<file path="src/rtl/id_ex_stage.sv">
// ID/EX pipeline register: registers decoded fields, derives the ALU control code,
// forwards EX operands and flags hazards. Forwarding is present only when EX_FWD_EN is defined.
module id_ex_stage #(
    parameter int DW = 32,
    parameter int RW = 5
) (
    input  logic          clk,
    input  logic          rst_n,
    input  logic          stall,
    input  logic          flush,
    input  logic          id_valid,
    input  logic [DW-1:0] id_rs_data,
    input  logic [DW-1:0] id_rt_data,
    input  logic [15:0]   id_imm,
    input  logic [RW-1:0] id_rs,
    input  logic [RW-1:0] id_rt,
    input  logic [RW-1:0] id_rd,
    input  logic [5:0]    id_funct,
    input  logic [1:0]    id_alu_op,
    input  logic          id_alu_src,
    input  logic          id_reg_dst,
    input  logic          id_reg_write,
    input  logic          id_mem_read,
    input  logic          id_mem_write,
    input  logic          id_mem_to_reg,
    input  logic          exmem_reg_write,
    input  logic [RW-1:0] exmem_rd,
    input  logic [DW-1:0] exmem_result,
    input  logic          memwb_reg_write,
    input  logic [RW-1:0] memwb_rd,
    input  logic [DW-1:0] memwb_result,
    output logic          ex_valid,
    output logic [DW-1:0] op_1,
    output logic [DW-1:0] op_2,
    output logic [3:0]    alu_ctrl,
    output logic [DW-1:0] ex_store_data,
    output logic [RW-1:0] ex_wr_reg,
    output logic          ex_reg_write,
    output logic          ex_mem_read,
    output logic          ex_mem_write,
    output logic          ex_mem_to_reg,
    output logic          ex_illegal,
    output logic          hazard_stall
);

    localparam logic [3:0] ALU_AND = 4'b0000;
    localparam logic [3:0] ALU_OR  = 4'b0001;
    localparam logic [3:0] ALU_ADD = 4'b0010;
    localparam logic [3:0] ALU_SUB = 4'b0110;
    localparam logic [3:0] ALU_SLT = 4'b0111;
    localparam logic [3:0] ALU_NOR = 4'b1100;

    logic          r_valid;
    logic [DW-1:0] r_rs_data;
    logic [DW-1:0] r_rt_data;
    logic [15:0]   r_imm;
    logic [RW-1:0] r_rs;
    logic [RW-1:0] r_rt;
    logic [RW-1:0] r_wr_reg;
    logic [3:0]    r_alu_ctrl;
    logic          r_alu_src;
    logic          r_reg_write;
    logic          r_mem_read;
    logic          r_mem_write;
    logic          r_mem_to_reg;
    logic          r_illegal;

    logic [3:0]    w_alu_ctrl;
    logic          w_illegal;
    logic [DW-1:0] w_fwd_rs;
    logic [DW-1:0] w_fwd_rt;
    logic [DW-1:0] w_imm_ext;
    logic          w_load_use;
    logic          w_bubble;

    always_comb begin
        w_alu_ctrl = ALU_ADD;
        w_illegal  = 1'b0;
        unique case (id_alu_op)
            2'b00: w_alu_ctrl = ALU_ADD;
            2'b01: w_alu_ctrl = ALU_SUB;
            2'b11: w_alu_ctrl = ALU_SLT;
            default: begin
                case (id_funct)
                    6'h20:   w_alu_ctrl = ALU_ADD;
                    6'h22:   w_alu_ctrl = ALU_SUB;
                    6'h24:   w_alu_ctrl = ALU_AND;
                    6'h25:   w_alu_ctrl = ALU_OR;
                    6'h2A:   w_alu_ctrl = ALU_SLT;
                    6'h27:   w_alu_ctrl = ALU_NOR;
                    default: w_illegal  = 1'b1;
                endcase
            end
        endcase
    end

    // A load without a real instruction is indistinguishable from a flush.
    assign w_bubble = flush || (!stall && !id_valid);

    // NOTE: sequential state uses non-blocking assignments so every register samples pre-edge values.
    always_ff @(posedge clk) begin
        if (!rst_n) begin
            r_valid      <= 1'b0;
            r_rs_data    <= '0;
            r_rt_data    <= '0;
            r_imm        <= '0;
            r_rs         <= '0;
            r_rt         <= '0;
            r_wr_reg     <= '0;
            r_alu_ctrl   <= '0;
            r_alu_src    <= 1'b0;
            r_reg_write  <= 1'b0;
            r_mem_read   <= 1'b0;
            r_mem_write  <= 1'b0;
            r_mem_to_reg <= 1'b0;
            r_illegal    <= 1'b0;
        end else if (w_bubble) begin
            r_valid      <= 1'b0;
            r_reg_write  <= 1'b0;
            r_mem_read   <= 1'b0;
            r_mem_write  <= 1'b0;
            r_mem_to_reg <= 1'b0;
            r_illegal    <= 1'b0;
        end else if (!stall) begin
            r_valid      <= 1'b1;
            r_rs_data    <= id_rs_data;
            r_rt_data    <= id_rt_data;
            r_imm        <= id_imm;
            r_rs         <= id_rs;
            r_rt         <= id_rt;
            r_wr_reg     <= id_reg_dst ? id_rd : id_rt;
            r_alu_ctrl   <= w_alu_ctrl;
            r_alu_src    <= id_alu_src;
            r_reg_write  <= id_reg_write && !w_illegal;
            r_mem_read   <= id_mem_read;
            r_mem_write  <= id_mem_write;
            r_mem_to_reg <= id_mem_to_reg;
            r_illegal    <= w_illegal;
        end
    end

    assign w_load_use = id_valid && r_valid && r_mem_read && (r_wr_reg != '0) &&
                        ((r_wr_reg == id_rs) || (r_wr_reg == id_rt));

`ifdef EX_FWD_EN
    // EX/MEM is the younger result, so it takes priority over MEM/WB.
    always_comb begin
        w_fwd_rs = r_rs_data;
        if (exmem_reg_write && (exmem_rd != '0) && (exmem_rd == r_rs))
            w_fwd_rs = exmem_result;
        else if (memwb_reg_write && (memwb_rd != '0) && (memwb_rd == r_rs))
            w_fwd_rs = memwb_result;
    end

    always_comb begin
        w_fwd_rt = r_rt_data;
        if (exmem_reg_write && (exmem_rd != '0) && (exmem_rd == r_rt))
            w_fwd_rt = exmem_result;
        else if (memwb_reg_write && (memwb_rd != '0) && (memwb_rd == r_rt))
            w_fwd_rt = memwb_result;
    end

    assign hazard_stall = w_load_use;
`else
    logic w_raw_ex;
    logic w_raw_exmem;
    logic w_unused;

    assign w_fwd_rs = r_rs_data;
    assign w_fwd_rt = r_rt_data;

    // Without forwarding, any pending write to a source register must drain first.
    assign w_raw_ex    = id_valid && r_valid && r_reg_write && (r_wr_reg != '0) &&
                         ((r_wr_reg == id_rs) || (r_wr_reg == id_rt));
    assign w_raw_exmem = id_valid && exmem_reg_write && (exmem_rd != '0) &&
                         ((exmem_rd == id_rs) || (exmem_rd == id_rt));

    assign hazard_stall = w_load_use || w_raw_ex || w_raw_exmem;
    assign w_unused     = ^{exmem_result, memwb_reg_write, memwb_rd, memwb_result, r_rs, r_rt};
`endif

    assign w_imm_ext     = {{(DW-16){r_imm[15]}}, r_imm};
    assign op_1          = w_fwd_rs;
    assign op_2          = r_alu_src ? w_imm_ext : w_fwd_rt;
    assign ex_store_data = w_fwd_rt;
    assign ex_valid      = r_valid;
    assign alu_ctrl      = r_alu_ctrl;
    assign ex_wr_reg     = r_wr_reg;
    assign ex_reg_write  = r_reg_write;
    assign ex_mem_read   = r_mem_read;
    assign ex_mem_write  = r_mem_write;
    assign ex_mem_to_reg = r_mem_to_reg;
    assign ex_illegal    = r_illegal;

endmodule

</file>
<file path="config.mk">
export PLATFORM = sky130hd
export DESIGN_NAME = id_ex_stage
export DESIGN_NICKNAME = d
export VERILOG_FILES = /design/src/rtl/id_ex_stage.sv
export SDC_FILE = /design/constraint.sdc
export NUM_CORES = 1
export LEC_CHECK = 0
export CAP_MARGIN = 0
export CELL_PAD_IN_SITES_DETAIL_PLACEMENT = 2
export CELL_PAD_IN_SITES_GLOBAL_PLACEMENT = 2
export CORE_UTILIZATION = 18
export DETAILED_ROUTE_END_ITERATION = 10
export PLACE_DENSITY = 0.84
export RECOVER_POWER = 100
export SKIP_LAST_GASP = 1
export SLEW_MARGIN = 20
export SYNTH_ARGS = -nofsm -noshare
export SYNTH_HDL_FRONTEND = slang
export SYNTH_SLANG_ARGS = --single-unit
</file>
<file path="constraint.sdc">
create_clock -name clk -period 2.3 [get_ports clk]
set_clock_uncertainty 0.15 [all_clocks]
set_input_delay 0.69 -clock clk [delete_from_list [all_inputs] [get_ports clk]]
set_output_delay 0.69 -clock clk [all_outputs]
set_load 0.02 [all_outputs]
</file>
**After elaboration in Yosys (flattened, before gate mapping)**

Cells that the tools add are included.

- Logic and storage cells: 60
- Flip-flop bits (word level): 96

- Multiplexer cells: 6
- Equal/unequal tests: 12
- Bitwise logic cells: 3
- Reductions and logical operators: 27

Operator list:

| operator | count |
|---|---|
| 6-bit equality test (second input constant) | 6 |
| 32-bit two-way mux | 1 |
| 5-bit equality test | 4 |
| 4-bit one-hot mux with 5 select lines | 1 |
| 1-bit logical AND | 12 |
| 4-bit one-hot mux with 3 select lines | 1 |
| 5-bit nonzero test | 2 |
| 6-bit OR reduction | 1 |
| 1-bit logical OR | 5 |
| 5-bit two-way mux | 1 |
| 1-bit logical NOT | 3 |
| 1-bit inverter | 3 |
| 3-bit OR reduction | 1 |
| 2-bit by 1-bit equality test with 1-bit output (second input constant) | 1 |
| 2-bit equality test (second input constant) | 1 |
| 2-bit logical NOT | 1 |
| 1-bit two-way mux | 2 |
| 2-bit AND reduction | 1 |
| 2-bit OR reduction | 1 |

**Longest topological paths before layout**

Gate-level depths: netlist of the first run.

- Depth in word-level cells: 6
- Depth in mapped cells: 6
- Depth with buffers taken out: 5

**Worst setup path before layout of the first run**

OpenSTA, ideal clock, no wires.

- Path kind: input to output
- Start point: input exmem_rd[1]
- End point: output hazard_stall
- Buffers on the path: 0
- Stages on the path: 3
- Path slack: -67 ps
- Arrival: 1527 ps
- Cells stage by stage: or4_1 o211ai_1 o22ai_1

- Cells in the longest elaborated chain, start to end: 4
- Elaborated cells between the ends (all ways): 7
- Those cells by class: eq/ne (2); reduce/logical (5)

Ends and longest elaborated chain:

| item | line | RTL |
|---|---|---|
| start, declared | 27 | `input logic [RW-1:0] exmem_rd,` |
| 5-bit equality test / 5-bit nonzero test (equally long branches) | 176, 175 |  |
| 1-bit logical OR / 1-bit logical AND (equally long branches) | 176, 175 |  |
| 1-bit logical AND * | 175 | `assign w_raw_exmem = id_valid && exmem_reg_write && (exmem_rd != '0) &&` |
| 1-bit logical OR * | 178 | `assign hazard_stall = w_load_use \|\| w_raw_ex \|\| w_raw_exmem;` |
| end, declared | 43 | `output logic hazard_stall` |

Every way passes the cells marked *; elsewhere a longest branch is shown, timed or not.

**Worst setup path in the final report of the first run**

- Start point: input exmem_rd[2]
- End point: output hazard_stall

The elaborated chain is that of the path after synthesis.

==> results of run 1 <==
[worst max path at each step]
stage | end | startpoint | cells after the start
detailed placement | hazard_stall | id_rs[4] | 7
global placement | hazard_stall | exmem_rd[2] | 7
CTS | hazard_stall | exmem_rd[2] | 5
floorplan | hazard_stall | exmem_rd[1] | 3
finish | hazard_stall | exmem_rd[2] | 5
global route | hazard_stall | id_rs[4] | 7
[cell usage in the layout (no fill, tap or decap), types with 5 or more instances in the layout]
cell type        netlist  routed
o211a_1                5       5
dfxtp_1               96      95
clkbuf_16              0       9
nand2_1              174     173
buf_2                  7      18
a21boi_0              44      44
mux2i_1                8       8
clkbuf_2               0      13
mux2_4                 0      14
xnor2_1               10       6
buf_6                  4      22
xor2_1                10       8
a21boi_1              37      37
clkdlybuf4s50_1        0     140
dlygate4sd2_1          0       9
nor2_1                 6       6
o21ai_0               22      22
clkbuf_1              17       8
buf_12                 0       5
dlygate4sd3_1          0      37
a21oi_1                6       6
buf_4                  7      29
inv_1                 20      20
[layout make-up]
class / instances / area (sq um)
sequential: 96 / 1920
clock inverter: 5 / 63.8
timing repair buffer: 283 / 2640
tap: 319 / 399
inverter: 20 / 75.1
fill: 2710 / 15900
multi-input combinational: 371 / 2270
clock buffer: 11 / 243
[power breakdown]
part	leakage (nW)	internal [W]	switching [W]
clock network	0.147	0.000885	0.000705
registers	0.781	0.00172	0.0000385
logic	2.11	0.000419	0.000343
[layer usage]
| metal | vias to the layer above | share of wire | GRT usage |
|---|---|---|---|
| li1 | 2225 | - | - |
| met1 | 2269 | 0.40 | 0.165 |
| met2 | 135 | 0.53 | 0.275 |
| met3 | 16 | 0.060 | 0.0374 |
| met4 | 0 | 0.015 | 0.0504 |
| met5 | - | 0 | 0 |
[what timing repair did]
action,4_1_cts,5_1_grt
cloned,2,0
pin swaps,15,9
buffers inserted,4,0
setup endpoints to repair,38,30
resized for setup,190,71
hold endpoints to repair,0,0
[kinds of logic after synthesis]
family	count (synthesis)
AOI/OAI and AO/OA	125
muxes	23
and+or+nand+nor	203
buffers and inverters	56
DFF	96
xor gates and xnor gates	20
[through the flow]
step	hold WS [ps]	setup TNS, ps	setup slack, ps
after floorplan	282	-59.4	-59.4
after global placement	290	-6390	-1080
after detailed placement	301	-12630	-1140
after CTS	312	-1490	-308
after global routing	332	-3850	-332
final	301	-307	-307
[tightest hold or removal path, delay by kind of cell, from the launching register on]
| family | cells | cell delay, ps |
|---|---|---|
| AO/OA/AOI/OAI | 1 | 50 |
| flip-flops | 1 | 310 |
| AND/OR/NAND/NOR | 1 | 50 |
==> run summary, run 1 <==
Status: finished, violations left
Failing checks: setup timing
Wirelength per Cell: 16.4 um
DRC: 0
Ant. Diodes: 0
Hold path startpoint: op_1[25]
Final Max Slew Viols: 0
Max-cap violations: 0
Post-Synth Simple-Gate Area: 0.193
Proportion of layout cells with a drive suffix above 1: 0.172
Crit-path max FO: 3
Worst Tran Pin Value: 581 ps
Antenna violations before repair: 0
Grt ovf: 0
Hold Path Depth: 2
Rows: 56
CTS H-tree depth: 3
Most common cell in the netlist: nand2_1
Post-synth EDFFs: 0
TritonCTS buffer count: 9
Routed Antenna Nets: 0
Worst path buffer plus inverter count: 2
FF-to-FF Start: r_alu_src
Ys flop type: dfxtp_1
Hold Crit Class: flop to flop
Post-synthesis cell type count: 38
Post-DP Area: 0.00729 sq mm
Post-synth top cells: nand2_1, dfxtp_1, a21boi_0, a21boi_1, o21ai_0
Vias in the first global route: 5093
Largest net degree at the start of global routing: 55
Fmax: 384 MHz
Via Count: 4645
Syn Inst Count: 523
Post-DP HPWL: 13700 um
Final period util: 1.13
Initial Util: 0.184
Clk_lat worst skew: 340 ps
Syn Nets: 713
Crit path kind: input port to output port
Slew headroom: 0.611
Yosys top cell by area: dfxtp_1
Critical Path RT: 1460 ps
Seq/Total Area, Yosys: 0.443
Clock root cell: clkbuf_16
Slowest CP cell: or4_1
First-pass DRT Iterations: 4
Reg clk slew, reported paths: 70 ps
Ys async rst share: 0
Cells after DPL: 1084
# setup viols final: 1
Main area contributors after synthesis: dfxtp_1, nand2_1, a21boi_0
Die area: 0.0247 sq mm
Vias per inst: 4.20
Cts hold-fix bufs: 0
Worst-case register-to-register setup slack: 1250 ps
Unrepaired setup endpoints after global routing: yes
Final core occ: 0.324
Largest family of logic cells by synthesized area: compound AO/OA/AOI/OAI gates
Die height: 157 um
Gpl congestion: 0.726
Global-route wire length before repair: 28200 um
WL final: 18100 um
Delay-heaviest family, CP: simple AND/OR/NAND/NOR gates
Flop and latch count out of synthesis: 96
Die Span X: 157 um
Power Density: 539 mW/mm^2
Drt initial violations: 153
Leakage: 3.04 nW
Mean Syn Cell Area: 8.30 sq um
CTS max path bufs: 2
Hold Vio Cnt, Final: 0
Post-synthesis compound-gate area fraction: 0.203
Xor/xnor share of the synthesized area: 0.0403
Final WS setup: -307 ps
Hold endpoint: op_1[25]
CP Cell Sequence: buf_6 -> or4_1 -> o211ai_1 -> o22ai_2 -> buf_6
Ys Warns: 0
Reg2Reg Capture Point: r_alu_src
Worst r2r path cells: 4
Io pins: 302
Core area: 0.0235 sq mm
Port Buffers: 231
Post-Layout Cell Count: 1105
CP arrival: 1770 ps
CTS Sinks: 96
P&R area growth vs syn: 75.4%
Pwr Total: 0.00411 W
Post-route cell area: 0.00762 sq mm
Post-Syn Area: 0.00434 sq mm
GR Util All Layers: 0.149
Yosys top cell area share: 0.443
CTS tree: yes
Critical Path Source Type: input port
Worst Setup End Kind: output port
Crit path top cell by count: buf_6
Min Tclk post-route: 2610 ps
Portion of netlist area occupied by mux cells: 0.0573
Layout Nets: 971
Synth Area in Adders: 0
Max VDD drop: 232 uV
Crit path largest cell delay: 500 ps
Power figures use the tool's default switching activity.
==> run 2, diff against run 1 <==
--- a/config.mk
+++ b/config.mk
@@ -5,6 +5,7 @@
 export SDC_FILE = /design/constraint.sdc
 export NUM_CORES = 1
 export LEC_CHECK = 0
+export ABC_AREA = 0
 export CAP_MARGIN = 0
 export CELL_PAD_IN_SITES_DETAIL_PLACEMENT = 2
 export CELL_PAD_IN_SITES_GLOBAL_PLACEMENT = 2
==> results of run 2 <==
Final layout, timing and power as in run 1 (identical DEF).
==> run 3, diff against run 2 <==
--- a/config.mk
+++ b/config.mk
@@ -11,7 +11,7 @@
 export CELL_PAD_IN_SITES_GLOBAL_PLACEMENT = 2
 export CORE_UTILIZATION = 18
 export DETAILED_ROUTE_END_ITERATION = 10
-export PLACE_DENSITY = 0.84
+export PLACE_DENSITY_LB_ADDON = 0.1
 export RECOVER_POWER = 100
 export SKIP_LAST_GASP = 1
 export SLEW_MARGIN = 20
==> run 3 against run 2 <==
- critical path depth up 2
- critical endpoint unchanged
- cell area fell by 2.5%
- the run still ends with setup timing left
- sequential share of layout area up 0.66 points
==> run summary, run 3 (synthesized netlist as in run 1, its figures left out) <==
Max VDD drop: 350 uV (was 232 uV)
Hold Vio Cnt, Final: 0 (unchanged)
Core area: 0.0235 sq mm (unchanged)
Worst Tran Pin Value: 445 ps (was 581 ps)
Crit path largest cell delay: 220 ps (was 500 ps)
DRC: 0 (unchanged)
Most frequent cells in the layout: nand2_1, clkdlybuf4s50_1, dfxtp_1, a21boi_0, a21boi_1 (was nand2_1, clkdlybuf4s50_1, dfxtp_1, a21boi_0)
Slowest CP cell: clkdlybuf4s15_2 (was or4_1)
Hold WS: 302 ps (was 301 ps)
FF-to-FF Start: ex_wr_reg[2] (was r_alu_src)
Worst path buffer plus inverter count: 3 (was 2)
Grt ovf: 0 (unchanged)
Max-cap violations: 0 (unchanged)
Final WS setup: -300 ps (was -307 ps)
CP Capture Point: hazard_stall (unchanged)
Reg clk slew, reported paths: 70 ps (about the same)
P&R area growth vs syn: 71.0% (was 75.4%)
Gpl congestion: 0.760 (was 0.726)
Fmax: 385 MHz (was 384 MHz)
GR Util All Layers: 0.144 (was 0.149)
Rows: 56 (unchanged)
Routed Antenna Nets: 0 (unchanged)
Critical Path RT: 1460 ps (about the same)
Critical Path Source Type: input port (unchanged)
Global-route wire length before repair: 27100 um (was 28200 um)
CTS max path bufs: 2 (unchanged)
Unrepaired setup endpoints after global routing: yes (unchanged)
Levels on crit path: 7 (was 5)
Worst r2r path cells: 2 (was 4)
Commonest non-fill, non-tap cell in the layout: nand2_1 (unchanged)
Delay-heaviest family, CP: buffers and inverters (was simple AND/OR/NAND/NOR gates)
Vias in the first global route: 5046 (was 5093)
Proportion of layout cells with a drive suffix above 1: 0.152 (was 0.172)
# setup viols final: 34 (was 1)
Failing checks: setup timing (unchanged)
Post-Layout Cell Count: 1092 (was 1105)
First-pass DRT Iterations: 4 (unchanged)
CP Cell Sequence: clkdlybuf4s15_2 -> buf_4 -> xor2_2 -> nor3_2 -> a31oi_1 -> o22ai_2 -> buf_6 (was buf_6 -> or4_1 -> o211ai_1 -> o22ai_2 -> buf_6)
Io pins: 302 (unchanged)
Largest net degree at the start of global routing: 37 (was 55)
Die Span X: 157 um (unchanged)
Hold Crit Class: flop to flop (unchanged)
Min Tclk post-route: 2600 ps (was 2610 ps)
Die area: 0.0247 sq mm (unchanged)
WL final: 17800 um (was 18100 um)
Crit-path max FO: 2 (was 3)
Slew headroom: 0.703 (was 0.611)
Leakage: 2.93 nW (was 3.04 nW)
CP arrival: 1760 ps (was 1770 ps)
Critical Path Source: id_rs[2] (was exmem_rd[2])
Drt initial violations: 98 (was 153)
Worst-case register-to-register setup slack: 1260 ps (was 1250 ps)
CTS tree: yes (unchanged)
Antenna violations before repair: 1 (was 0)
Post-DP HPWL: 13800 um (was 13700 um)
CTS H-tree depth: 3 (unchanged)
Pre-CTS setup slack: -1140 ps (about the same)
Postcts setup bufs: 0 (was 4)
Via Count: 4545 (was 4645)
Cells after DPL: 1075 (was 1084)
Reg2Reg Capture Point: ex_wr_reg[2] (was r_alu_src)
Die height: 157 um (unchanged)
Clk_lat worst skew: 340 ps (about the same)
Power Density: 541 mW/mm^2 (was 539 mW/mm^2)
Setup_tns: -1940 ps (was -307 ps)
Status: finished, violations left (unchanged)
Clock root cell: clkbuf_16 (unchanged)
Pwr Total: 0.00402 W (was 0.00411 W)
TritonCTS buffer count: 9 (unchanged)
Final period util: 1.13 (about the same)
Crit path kind: input port to output port (unchanged)
Wirelength per Cell: 16.3 um (was 16.4 um)
Initial Util: 0.184 (unchanged)
Layout Nets: 958 (was 971)
Final Max Slew Viols: 0 (unchanged)
Worst Setup End Kind: output port (unchanged)
Vias per inst: 4.16 (was 4.20)
CTS Sinks: 96 (unchanged)
Port Buffers: 231 (unchanged)
## run 3: changes by cell type in the layout (fill, tap and decap cells not counted), moves of 4 or more
| cell | before | now |
|---|---|---|
| mux2_4 | 14 | 0 |
| buf_12 | 5 | 9 |
| mux2_2 | 1 | 15 |
| buf_6 | 22 | 3 |
| buf_4 | 29 | 19 |
| clkbuf_2 | 13 | 17 |
## run 3: final cells by class
type / count / area, sq um
Tap cell: 319 / 399
Clock inverter: 6 / 68.8
Antenna cell: 1 / 2.50
Multi-Input combinational cell: 371 / 2200
Clock buffer: 9 / 225
Sequential cell: 96 / 1920
Inverter: 20 / 75.1
Timing Repair Buffer: 270 / 2530
Fill cell: 2710 / 16100
## run 3: worst min-delay path by stage
| stage | startpoint | depth (start not counted) | end |
|---|---|---|---|
| 2_1_floorplan | r_imm[0] | 2 | r_imm[0] |
| 3_3_place_gp | r_imm[9] | 2 | r_imm[9] |
| 3_5_place_dp | op_1[30] | 2 | op_1[30] |
| 4_1_cts | r_imm[9] | 2 | r_imm[9] |
| 5_1_grt | op_1[16] | 2 | op_1[16] |
| 6_report | op_1[30] | 2 | op_1[30] |
## run 3: where the power goes
| group | leakage, nW | internal (W) | switching [W] | total, W |
|---|---|---|---|---|
| clock | 0.142 | 0.000846 | 0.000686 | 0.00153 |
| combinational | 2.01 | 0.000400 | 0.000331 | 0.000731 |
| sequential | 0.781 | 0.00172 | 0.0000388 | 0.00176 |
## run 3: repair_timing
action                                 in CTS  in global routing
endpoints found under the hold margin       0                  0
pin swaps                                  15                  2
hold buffers                                0                  0
setup endpoints to repair                  38                 26
resized for setup                         139                 52
gates cloned                                0                  1
## run 3: per-layer routing
layer | track usage | wire length [um] | share of wire | vias up
li1 | - | - | - | 2205
met1 | 0.157 | 7150 | 0.40 | 2203
met2 | 0.266 | 9140 | 0.51 | 124
met3 | 0.0460 | 1260 | 0.071 | 13
met4 | 0.0388 | 203 | 0.011 | 0
met5 | 0 | 0 | 0 | -
## run 3: per-stage QoR
step,cell area (sq um),utilization
after floorplan,4350,-
after global placement,7280,0.309
after detailed placement,7280,0.309
after CTS,7540,0.320
after global routing,7420,0.315
final,7420,0.315
## run 3: worst min-delay path: cells and delay by family (launching register included)
family,cells,cell delay [ps]
DFF,1,310
and+or+nand+nor,1,50
AOI/OAI and AO/OA,1,50
